`src/rtl/instr_encoder_loader.sv`:
```
// ---------------------------------------------------------------------------
// instr_encoder_loader
//
// Takes symbolic instructions (op, rd, rs1, rs2, byte immediate) over a
// valid/ready handshake, encodes each into a 32-bit RV32I word, range-checks
// the immediate and writes the word to instruction memory at consecutive
// word addresses starting at BASE_ADDR. It is used by the boot/test path to
// fill instruction memory before the core is released.
//
// Ports
//   clk_i         clock, rising edge
//   reset_i       synchronous active-high reset (wins over clear_i)
//   clear_i       synchronous soft restart: back to idle, address/count/error cleared
//   in_valid_i    instruction request valid
//   in_ready_o    encoder can accept a request (idle only)
//   in_op_i       00=ADD 01=LW 10=SW 11=BEQ
//   in_rd_i       destination register (ADD, LW)
//   in_rs1_i      source 1 / base register
//   in_rs2_i      source 2 (ADD, SW, BEQ)
//   in_imm_i      signed byte immediate / branch byte offset
//   in_last_i     final instruction of the program
//   mem_we_o      write strobe, held until mem_ack_i
//   mem_addr_o    byte address of the current word
//   mem_wdata_o   encoded instruction word
//   mem_ack_i     memory accepted the write this cycle
//   done_o        program complete (last word written or DEPTH reached)
//   full_o        DEPTH words written
//   error_o       sticky encoding error
//   err_code_o    00 none, 01 immediate out of range, 10 branch offset odd
//   count_o       number of words written
// ---------------------------------------------------------------------------
module instr_encoder_loader #(
  parameter int ADDR_W    = 8,
  parameter int DEPTH     = 64,
  parameter int BASE_ADDR = 0
) (
  input  logic                         clk_i,
  input  logic                         reset_i,
  input  logic                         clear_i,
  input  logic                         in_valid_i,
  output logic                         in_ready_o,
  input  logic [1:0]                   in_op_i,
  input  logic [4:0]                   in_rd_i,
  input  logic [4:0]                   in_rs1_i,
  input  logic [4:0]                   in_rs2_i,
  input  logic [31:0]                  in_imm_i,
  input  logic                         in_last_i,
  output logic                         mem_we_o,
  output logic [ADDR_W-1:0]            mem_addr_o,
  output logic [31:0]                  mem_wdata_o,
  input  logic                         mem_ack_i,
  output logic                         done_o,
  output logic                         full_o,
  output logic                         error_o,
  output logic [1:0]                   err_code_o,
  output logic [$clog2(DEPTH+1)-1:0]   count_o
);

  localparam int CNT_W = $clog2(DEPTH+1);

  localparam logic [ADDR_W-1:0] BASE      = ADDR_W'(BASE_ADDR);
  localparam logic [ADDR_W-1:0] WORD_STEP = ADDR_W'(4);
  localparam logic [CNT_W-1:0]  DEPTH_CNT = CNT_W'(DEPTH);
  localparam logic [CNT_W-1:0]  CNT_ONE   = CNT_W'(1);

  // Symbolic operation codes on in_op_i
  localparam logic [1:0] OP_ADD = 2'b00;
  localparam logic [1:0] OP_LW  = 2'b01;
  localparam logic [1:0] OP_SW  = 2'b10;

  // RV32I major opcodes
  localparam logic [6:0] OPC_OP     = 7'b0110011;
  localparam logic [6:0] OPC_LOAD   = 7'b0000011;
  localparam logic [6:0] OPC_STORE  = 7'b0100011;
  localparam logic [6:0] OPC_BRANCH = 7'b1100011;

  // Error codes reported on err_code_o
  localparam logic [1:0] ERR_NONE  = 2'b00;
  localparam logic [1:0] ERR_RANGE = 2'b01;
  localparam logic [1:0] ERR_ODD   = 2'b10;

  typedef enum logic [2:0] {
    S_IDLE,
    S_ENC,
    S_WRITE,
    S_DONE,
    S_ERR
  } state_e;

  state_e              state_q, state_d;
  logic [1:0]          op_q, op_d;
  logic [4:0]          rd_q, rd_d;
  logic [4:0]          rs1_q, rs1_d;
  logic [4:0]          rs2_q, rs2_d;
  logic [31:0]         imm_q, imm_d;
  logic                last_q, last_d;
  logic [31:0]         wdata_q, wdata_d;
  logic [ADDR_W-1:0]   addr_q, addr_d;
  logic [CNT_W-1:0]    count_q, count_d;
  logic                full_q, full_d;
  logic                error_q, error_d;
  logic [1:0]          errCode_q, errCode_d;

  logic [31:0]         encWord;
  logic [1:0]          encErr;
  logic signed [31:0]  immS;
  logic                immFitsI;
  logic                immFitsB;
  logic [CNT_W-1:0]    countInc;
  logic                depthHit;

  // Immediate range checks work on the latched immediate as a signed value.
  // I/S-type immediates are 12-bit signed; the branch offset is a 13-bit
  // signed byte offset whose LSB must be zero, so its top legal value is 4094.
  assign immS     = $signed(imm_q);
  assign immFitsI = (immS >= -32'sd2048) && (immS <= 32'sd2047);
  assign immFitsB = (immS >= -32'sd4096) && (immS <= 32'sd4094);

  // Word encoder: scatters the latched fields into the RV32I layout of the
  // selected format. Fields an operation does not use are simply not placed.
  always_comb begin
    encWord = 32'd0;
    case (op_q)
      OP_ADD: encWord = {7'b0000000, rs2_q, rs1_q, 3'b000, rd_q, OPC_OP};
      OP_LW:  encWord = {imm_q[11:0], rs1_q, 3'b010, rd_q, OPC_LOAD};
      OP_SW:  encWord = {imm_q[11:5], rs2_q, rs1_q, 3'b010, imm_q[4:0], OPC_STORE};
      default: encWord = {imm_q[12], imm_q[10:5], rs2_q, rs1_q, 3'b000,
                          imm_q[4:1], imm_q[11], OPC_BRANCH};
    endcase
  end

  // Encoding checks. ADD carries no immediate and never fails. For BEQ an odd
  // offset is reported as such even when it is also out of range, because
  // the odd bit can never be encoded regardless of magnitude.
  always_comb begin
    encErr = ERR_NONE;
    case (op_q)
      OP_LW, OP_SW: begin
        if (!immFitsI) begin
          encErr = ERR_RANGE;
        end
      end
      OP_ADD: begin
        encErr = ERR_NONE;
      end
      default: begin
        if (imm_q[0]) begin
          encErr = ERR_ODD;
        end else if (!immFitsB) begin
          encErr = ERR_RANGE;
        end
      end
    endcase
  end

  // Count after the write in flight is acknowledged, and whether that write
  // fills the last slot. The address can never wrap because this stops the
  // loader first.
  assign countInc = count_q + CNT_ONE;
  assign depthHit = (countInc == DEPTH_CNT);

  // Next-state logic: every register holds by default; each state only
  // touches what it owns. Done and error states are terminal until a
  // reset or clear.
  always_comb begin
    state_d   = state_q;
    op_d      = op_q;
    rd_d      = rd_q;
    rs1_d     = rs1_q;
    rs2_d     = rs2_q;
    imm_d     = imm_q;
    last_d    = last_q;
    wdata_d   = wdata_q;
    addr_d    = addr_q;
    count_d   = count_q;
    full_d    = full_q;
    error_d   = error_q;
    errCode_d = errCode_q;

    case (state_q)
      S_IDLE: begin
        if (in_valid_i) begin
          op_d    = in_op_i;
          rd_d    = in_rd_i;
          rs1_d   = in_rs1_i;
          rs2_d   = in_rs2_i;
          imm_d   = in_imm_i;
          last_d  = in_last_i;
          state_d = S_ENC;
        end
      end

      S_ENC: begin
        if (encErr != ERR_NONE) begin
          error_d   = 1'b1;
          errCode_d = encErr;
          state_d   = S_ERR;
        end else begin
          wdata_d = encWord;
          state_d = S_WRITE;
        end
      end

      S_WRITE: begin
        if (mem_ack_i) begin
          count_d = countInc;
          addr_d  = addr_q + WORD_STEP;
          if (depthHit) begin
            full_d = 1'b1;
          end
          if (last_q || depthHit) begin
            state_d = S_DONE;
          end else begin
            state_d = S_IDLE;
          end
        end
      end

      S_DONE: begin
        state_d = S_DONE;
      end

      S_ERR: begin
        state_d = S_ERR;
      end

      default: begin
        state_d = S_IDLE;
      end
    endcase
  end

  // State and datapath registers. Reset and clear share one restart target,
  // so reset's priority over clear needs no separate branch. A restart during
  // a write abandons it: the strobe drops and the word is not counted.
  always_ff @(posedge clk_i) begin
    if (reset_i || clear_i) begin
      state_q   <= S_IDLE;
      op_q      <= 2'b00;
      rd_q      <= 5'd0;
      rs1_q     <= 5'd0;
      rs2_q     <= 5'd0;
      imm_q     <= 32'd0;
      last_q    <= 1'b0;
      wdata_q   <= 32'd0;
      addr_q    <= BASE;
      count_q   <= '0;
      full_q    <= 1'b0;
      error_q   <= 1'b0;
      errCode_q <= ERR_NONE;
    end else begin
      state_q   <= state_d;
      op_q      <= op_d;
      rd_q      <= rd_d;
      rs1_q     <= rs1_d;
      rs2_q     <= rs2_d;
      imm_q     <= imm_d;
      last_q    <= last_d;
      wdata_q   <= wdata_d;
      addr_q    <= addr_d;
      count_q   <= count_d;
      full_q    <= full_d;
      error_q   <= error_d;
      errCode_q <= errCode_d;
    end
  end

  // Handshake and status outputs decode directly from the state so the
  // strobe and ready flags change exactly on state transitions.
  assign in_ready_o  = (state_q == S_IDLE);
  assign mem_we_o    = (state_q == S_WRITE);
  assign done_o      = (state_q == S_DONE);
  assign mem_addr_o  = addr_q;
  assign mem_wdata_o = wdata_q;
  assign full_o      = full_q;
  assign error_o     = error_q;
  assign err_code_o  = errCode_q;
  assign count_o     = count_q;

endmodule

```
`config.mk`:
```
export PLATFORM = sky130hd
export DESIGN_NAME = instr_encoder_loader
export DESIGN_NICKNAME = d
export VERILOG_FILES = /design/src/rtl/instr_encoder_loader.sv
export SDC_FILE = /design/constraint.sdc
export NUM_CORES = 1
export LEC_CHECK = 0
export BUFFER_PORTS_ARGS = -buffer_cell sky130_fd_sc_hd__buf_2
export CAP_MARGIN = 20
export CORE_UTILIZATION = 40
export CTS_CLUSTER_DIAMETER = 120
export CTS_CLUSTER_SIZE = 10
export DETAILED_ROUTE_END_ITERATION = 12
export GPL_TIMING_DRIVEN = 0
export PLACE_DENSITY = 0.6
export SKIP_CTS_REPAIR_TIMING = 1
export SYNTH_ARGS = -nofsm -noshare
export SYNTH_HDL_FRONTEND = slang
export SYNTH_SLANG_ARGS = --single-unit
export TNS_END_PERCENT = 1
```
`constraint.sdc`:
```
create_clock -name clk_i -period 2.5 [get_ports clk_i]
set_input_delay 0 -clock clk_i [delete_from_list [all_inputs] [get_ports clk_i]]
set_output_delay 0 -clock clk_i [all_outputs]
set_load 0.01 [all_outputs]
```
Yosys cells after proc, flatten, opt, wreduce, memory -nomap -nowiden
Index checks and enable logic that the tools add are counted.
{"block": "totals", "reg_bits": 104, "inputBits": 55, "out_inout_bits": 54, "wordCells": 53}
{"block": "classes", "n_addsub": 2, "n_lt_le_gt_ge": 4, "eq_ne": 9, "n_mux": 10, "bitwise": 1, "reduce_logical": 14}
{"cell": "case mux 32 bit (3 select lines)", "n": 1}
{"cell": "greater-or-equal comparator 32 x 12 -> 1 bit (second input constant)", "n": 1}
{"cell": "greater-or-equal comparator 32 x 13 -> 1 bit (second input constant)", "n": 1}
{"cell": "less-or-equal comparator 32 x 12 -> 1 bit (second input constant)", "n": 1}
{"cell": "less-or-equal comparator 32 x 13 -> 1 bit (second input constant)", "n": 1}
{"cell": "case mux 3 bit (5 select lines)", "n": 1}
{"cell": "AND reduction 2 bit", "n": 5}
{"cell": "two-way mux 3 bit", "n": 3}
{"cell": "adder 8 x 3 -> 8 bit (second input constant)", "n": 1}
{"cell": "adder 7 x 1 -> 7 bit (second input constant)", "n": 1}
{"cell": "equality test 7 bit (second input constant)", "n": 1}
{"cell": "equality test 3 x 2 -> 1 bit (second input constant)", "n": 2}
{"cell": "two-way mux 2 bit", "n": 2}
{"cell": "case mux 2 bit (2 select lines)", "n": 1}
{"cell": "equality test 3 x 1 -> 1 bit (second input constant)", "n": 1}
{"cell": "equality test 3 bit (second input constant)", "n": 1}
{"cell": "logical NOT 3 bit", "n": 1}
{"cell": "AND reduction 3 bit", "n": 1}
{"cell": "equality test 2 x 1 -> 1 bit (second input constant)", "n": 1}
{"cell": "equality test 2 bit (second input constant)", "n": 1}
{"cell": "logical AND 1 bit", "n": 2}
{"cell": "logical NOT 2 bit", "n": 1}
{"cell": "logical OR 1 bit", "n": 2}
{"cell": "two-way mux 1 bit", "n": 2}
{"cell": "5 further kinds", "n": 5}

Depth between registers and ports, before layout
{"block": "logic_depth", "ltp_word": 8, "depth_mapped": 8}

Worst setup path after synthesis
OpenSTA, ideal clock, no wires.
{"block": "synth_timing", "path_type": "register -> register", "start": "register imm_q[15], in the netlist immS[15]", "end": "register wdata_q[10], in the netlist mem_wdata_o[10]", "setup_time_ns": 0.080, "arrival_ns": 1.735, "required_ns": 2.420, "path_slack_ns": 0.685, "path_stages_with_launch": 8, "n_path_buf": 1, "path_cell_list": "dfxtp_1 or4_1 nor2_2 a31oi_1 a22oi_4 buf_6 nor2_1 a211oi_2"}
{"block": "synth_via", "elab_chain_len": 8}
{"element": "start, declared", "line_no": "95", "rtl": "logic [31:0] imm_q, imm_d;"}
{"element": "start signal, assigned", "line_no": "257", "rtl": "imm_q <= imm_d;"}
{"element": "greater-or-equal comparator 32 x 13 -> 1 bit / less-or-equal comparator 32 x 13 -> 1 bit (equally long branches)", "line_no": "117", "rtl": "assign immFitsB = (immS >= -32'sd4096) && (immS <= 32'sd4094);"}
{"element": "logical AND 1 bit", "line_no": "117"}
{"element": "two-way mux 1 bit", "line_no": "149", "rtl": "end else if (!immFitsB) begin"}
{"element": "two-way mux 2 bit", "line_no": "147", "rtl": "if (imm_q[0]) begin"}
{"element": "case mux 2 bit (2 select lines) *", "line_no": "137", "rtl": "case (op_q)"}
{"element": "nonzero test 2 bit *", "line_no": "194", "rtl": "if (encErr != ERR_NONE) begin"}
{"element": "inverter 1 bit (no source line) *"}
{"element": "AND reduction 2 bit (no source line) *"}
{"element": "end signal, assigned", "line_no": "259", "rtl": "wdata_q <= wdata_d;"}
{"element": "end, declared", "line_no": "97", "rtl": "logic [31:0] wdata_q, wdata_d;"}
Mark *: on every way between the ends. The rest lies on a longest branch, timed or not.
A chain may end at the register's enable or synchronous reset.

Worst setup path after layout
{"block": "layout_timing", "start": "register imm_q[28], in the netlist immS[28]", "end": "register wdata_q[27], in the netlist mem_wdata_o[27]"}
Same word-level chain as after synthesis.

==> impl_metrics.ini <==
[sta]
finalClockSkew_ps = 8.33
tightest_slew_ps = 721
fin_ws_ps = 369
hold_ws_ps = 46.6
fmax_ghz = 0.469
fin_crit_ps = 2130
setup-violations-final = 0
finalHoldViolCount = 0
final.setup.tns_ps = 0
fin_crit_sh_pct = 85.2
maxSlewHeadroom_pct = 52.0
grt_setup_unrepaired = false
drv_slew = 0

[cts]
cts_tree = yes
root_buffer = clkbuf_8
clock_latency_ps = 360
clock-sinks = 97
cts_buffers = 9
htreeDepth = 3
clk_pin_slew_ps = 90
cts_buffer_depth = 2

[hold_path]
holdPathStages = 4
min_path_type = input pin to flip-flop
holdPathEnd = mem_addr_o[3]$_SDFFE_PP0P_
hp-start = mem_ack_i

[global_route]
grt_use_total_pct = 21.1
antenna_found_initial = 0
grt_pass1_vias = 3457
grt_max_degree = 15
grt_pass1_wl_um = 16800
grt-ovfl-total = 0

[detailed_routing]
route.vias.total = 3908
drc = 0
totalWireLength_um = 10900
vias_per_cell = 4.87
wl_per_cell_um = 13.5
first_pass_iters = 4
dr.first_iter.drc_count = 138
ant_nets = 0

[synth]
synth.distinct_cells = 45
synth_common_cells = nand2_1 (130), dfxtp_1 (97), a21oi_1 (60), nor2_1 (33)
yosys_warnings = 0
ys_seq_area_share_pct = 48.3
netlist_instances = 496
synth.most_common_cell = nand2_1
ys_seq_elements = 97
synthArstFlopShare_pct = 0
synthTopCellsByArea = dfxtp_1 (48%), nand2_1 (12%), a21oi_1 (7.5%)
synthFlopType = dfxtp_1
synth_enable_flop_cells = 0
synth_top_cell_area_share_pct = 48.3
syn_avg_cell_area_sq_um = 8.11
netlist.top_cell.by_area = dfxtp_1
syn_area_sq_mm = 0.00402

[die]
ioPinCount = 109
row_count = 36
dieWidth_um = 102
dieArea_sq_mm = 0.0105
initial_utilization_pct = 41.2
core_area_sq_mm = 0.00977
dieHeight_um = 102

[placement]
pre_cts_slack_ps = 359
gp_congestion = 0.807
placement.io_buffers = 102
hpwl_um = 7720
place_inst = 736

[setup_path]
r2r_cells = 6
worstSetupEndpointType = flip-flop
worst_r2r_endpoint = mem_wdata_o[27]$_SDFFE_PP0P_
crit_path_start = immS[28]$_SDFFE_PP0P_
r2r_start = immS[28]$_SDFFE_PP0P_
crit_path_start_kind = flip-flop
rrSetupSlack_ps = 370
arrival_ps = 2360
cp_max_fo = 10
worstPathRequired_ps = 2730
critPathKind = flip-flop to flip-flop

[status]
status = finished, final reports clean

[layout]
n_antenna_cell = 0
area_growth_syn_to_layout_pct = 35.3
layout.nets = 725
fin_cells = 802
drive_gt1_share_pct = 21.8

[power]
finalPower_mw = 3.14
power.density_mw_per_mm2 = 577
p_leak_nw = 2.22
ir_worst_vdd_mv = 0.248

[job]
max_cap_viol_count = 0
[final cells by class]
cell class | instances | area [sq um]
clock buffers | 14 | 163
well taps | 133 | 166
inverters | 8 | 30.0
flip-flops and latches | 97 | 1940
repair buffers | 152 | 1010
clock inverters | 2 | 60.1
plain buffers | 39 | 194
multi-input cells | 357 | 1880
fillers | 940 | 4330
[state kept, by name, indices dropped and copies added, names as in the netlist]
| register | cells |
|---|---|
| last_q | 1 |
| state_q | 3 |
| mem_addr_o | 6 |
| op_q | 2 |
| count_o | 7 |
| rs1_q | 5 |
| rs2_q | 5 |
| error_o | 1 |
| immS | 32 |
| mem_wdata_o | 27 |
| err_code_o | 2 |
| full_o | 1 |
| rd_q | 5 |
[metal layers]
metal / global-route usage, % / wire [um] / vias to the layer above
met5: 0 / 0 / -
met4: 7.58 / 172 / 0
met3: 3.69 / 414 / 16
met2: 34.6 / 5180 / 90
met1: 27.8 / 5100 / 1795
li1: - / - / 2007
[layout by cell type (no fill, tap or decap), types with 2 or more instances in the layout]
| cell type | synthesis | final |
|---|---|---|
| a211oi_1 | 2 | 2 |
| a211oi_2 | 8 | 8 |
| a21oi_1 | 60 | 60 |
| a22o_1 | 2 | 2 |
| a22oi_1 | 9 | 9 |
| and2_1 | 4 | 4 |
| and3_1 | 2 | 2 |
| buf_2 | 5 | 107 |
| buf_4 | 9 | 9 |
| bufinv_16 | 0 | 2 |
| clkbuf_1 | 23 | 26 |
| clkbuf_8 | 0 | 11 |
| conb_1 | 1 | 6 |
| dfxtp_1 | 97 | 97 |
| dlygate4sd3_1 | 0 | 50 |
| ha_1 | 6 | 6 |
| inv_1 | 8 | 8 |
| nand2_1 | 130 | 130 |
| nand3_1 | 23 | 23 |
| nand4_1 | 8 | 8 |
| nor2_1 | 33 | 33 |
| nor2b_1 | 3 | 3 |
| nor3b_2 | 2 | 2 |
| nor4_1 | 3 | 3 |
| o21ai_0 | 21 | 21 |
| o2bb2ai_1 | 2 | 2 |
| or2_2 | 2 | 2 |
| or3_1 | 3 | 3 |
| or4_1 | 3 | 3 |
| xnor2_1 | 4 | 4 |
| xor2_1 | 6 | 6 |
[cells by family (layout without fill, tap and decap cells)]
logic type	Yosys count	in the layout	share of synthesized area, %
buf+inv	47	215	5.57
other cells	1	6	0.0932
simple gates	223	223	24.6
fa+ha+maj	6	6	1.87
compound gates	111	111	17.2
flops	97	97	48.3
xor+xnor	10	10	2.18
mux	1	1	0.280
[critical path, stage by stage, from the launching register on]
cell and delay [ps]:
dfxtp_1 370, nand4_1 140, nor4_2 470, nand3_1 220, a22oi_4 360, buf_2 300, o21ai_0 130
[how the worst max path moves through the flow]
| stage | to | cells after the start |
|---|---|---|
| 2_1_floorplan | mem_wdata_o[10]$_SDFFE_PP0P_ | 7 |
| 3_3_place_gp | mem_wdata_o[9]$_SDFFE_PP0P_ | 6 |
| 3_5_place_dp | mem_wdata_o[27]$_SDFFE_PP0P_ | 6 |
| 4_1_cts | mem_wdata_o[27]$_SDFFE_PP0P_ | 6 |
| 5_1_grt | mem_wdata_o[27]$_SDFFE_PP0P_ | 8 |
| 6_report | mem_wdata_o[27]$_SDFFE_PP0P_ | 6 |
[through the flow]
step           area (sq um)  utilization, %
2_1_floorplan          4040               -
3_3_place_gp           4720            48.3
3_5_place_dp           4720            48.3
4_1_cts                4940            50.6
5_1_grt                5440            55.7
6_report               5440            55.7
[report_power, final]
group          internal (mW)  switching, mW
clock network          0.621          0.526
logic                  0.171          0.216
registers               1.58         0.0260
(Power assumes the default switching activity.)
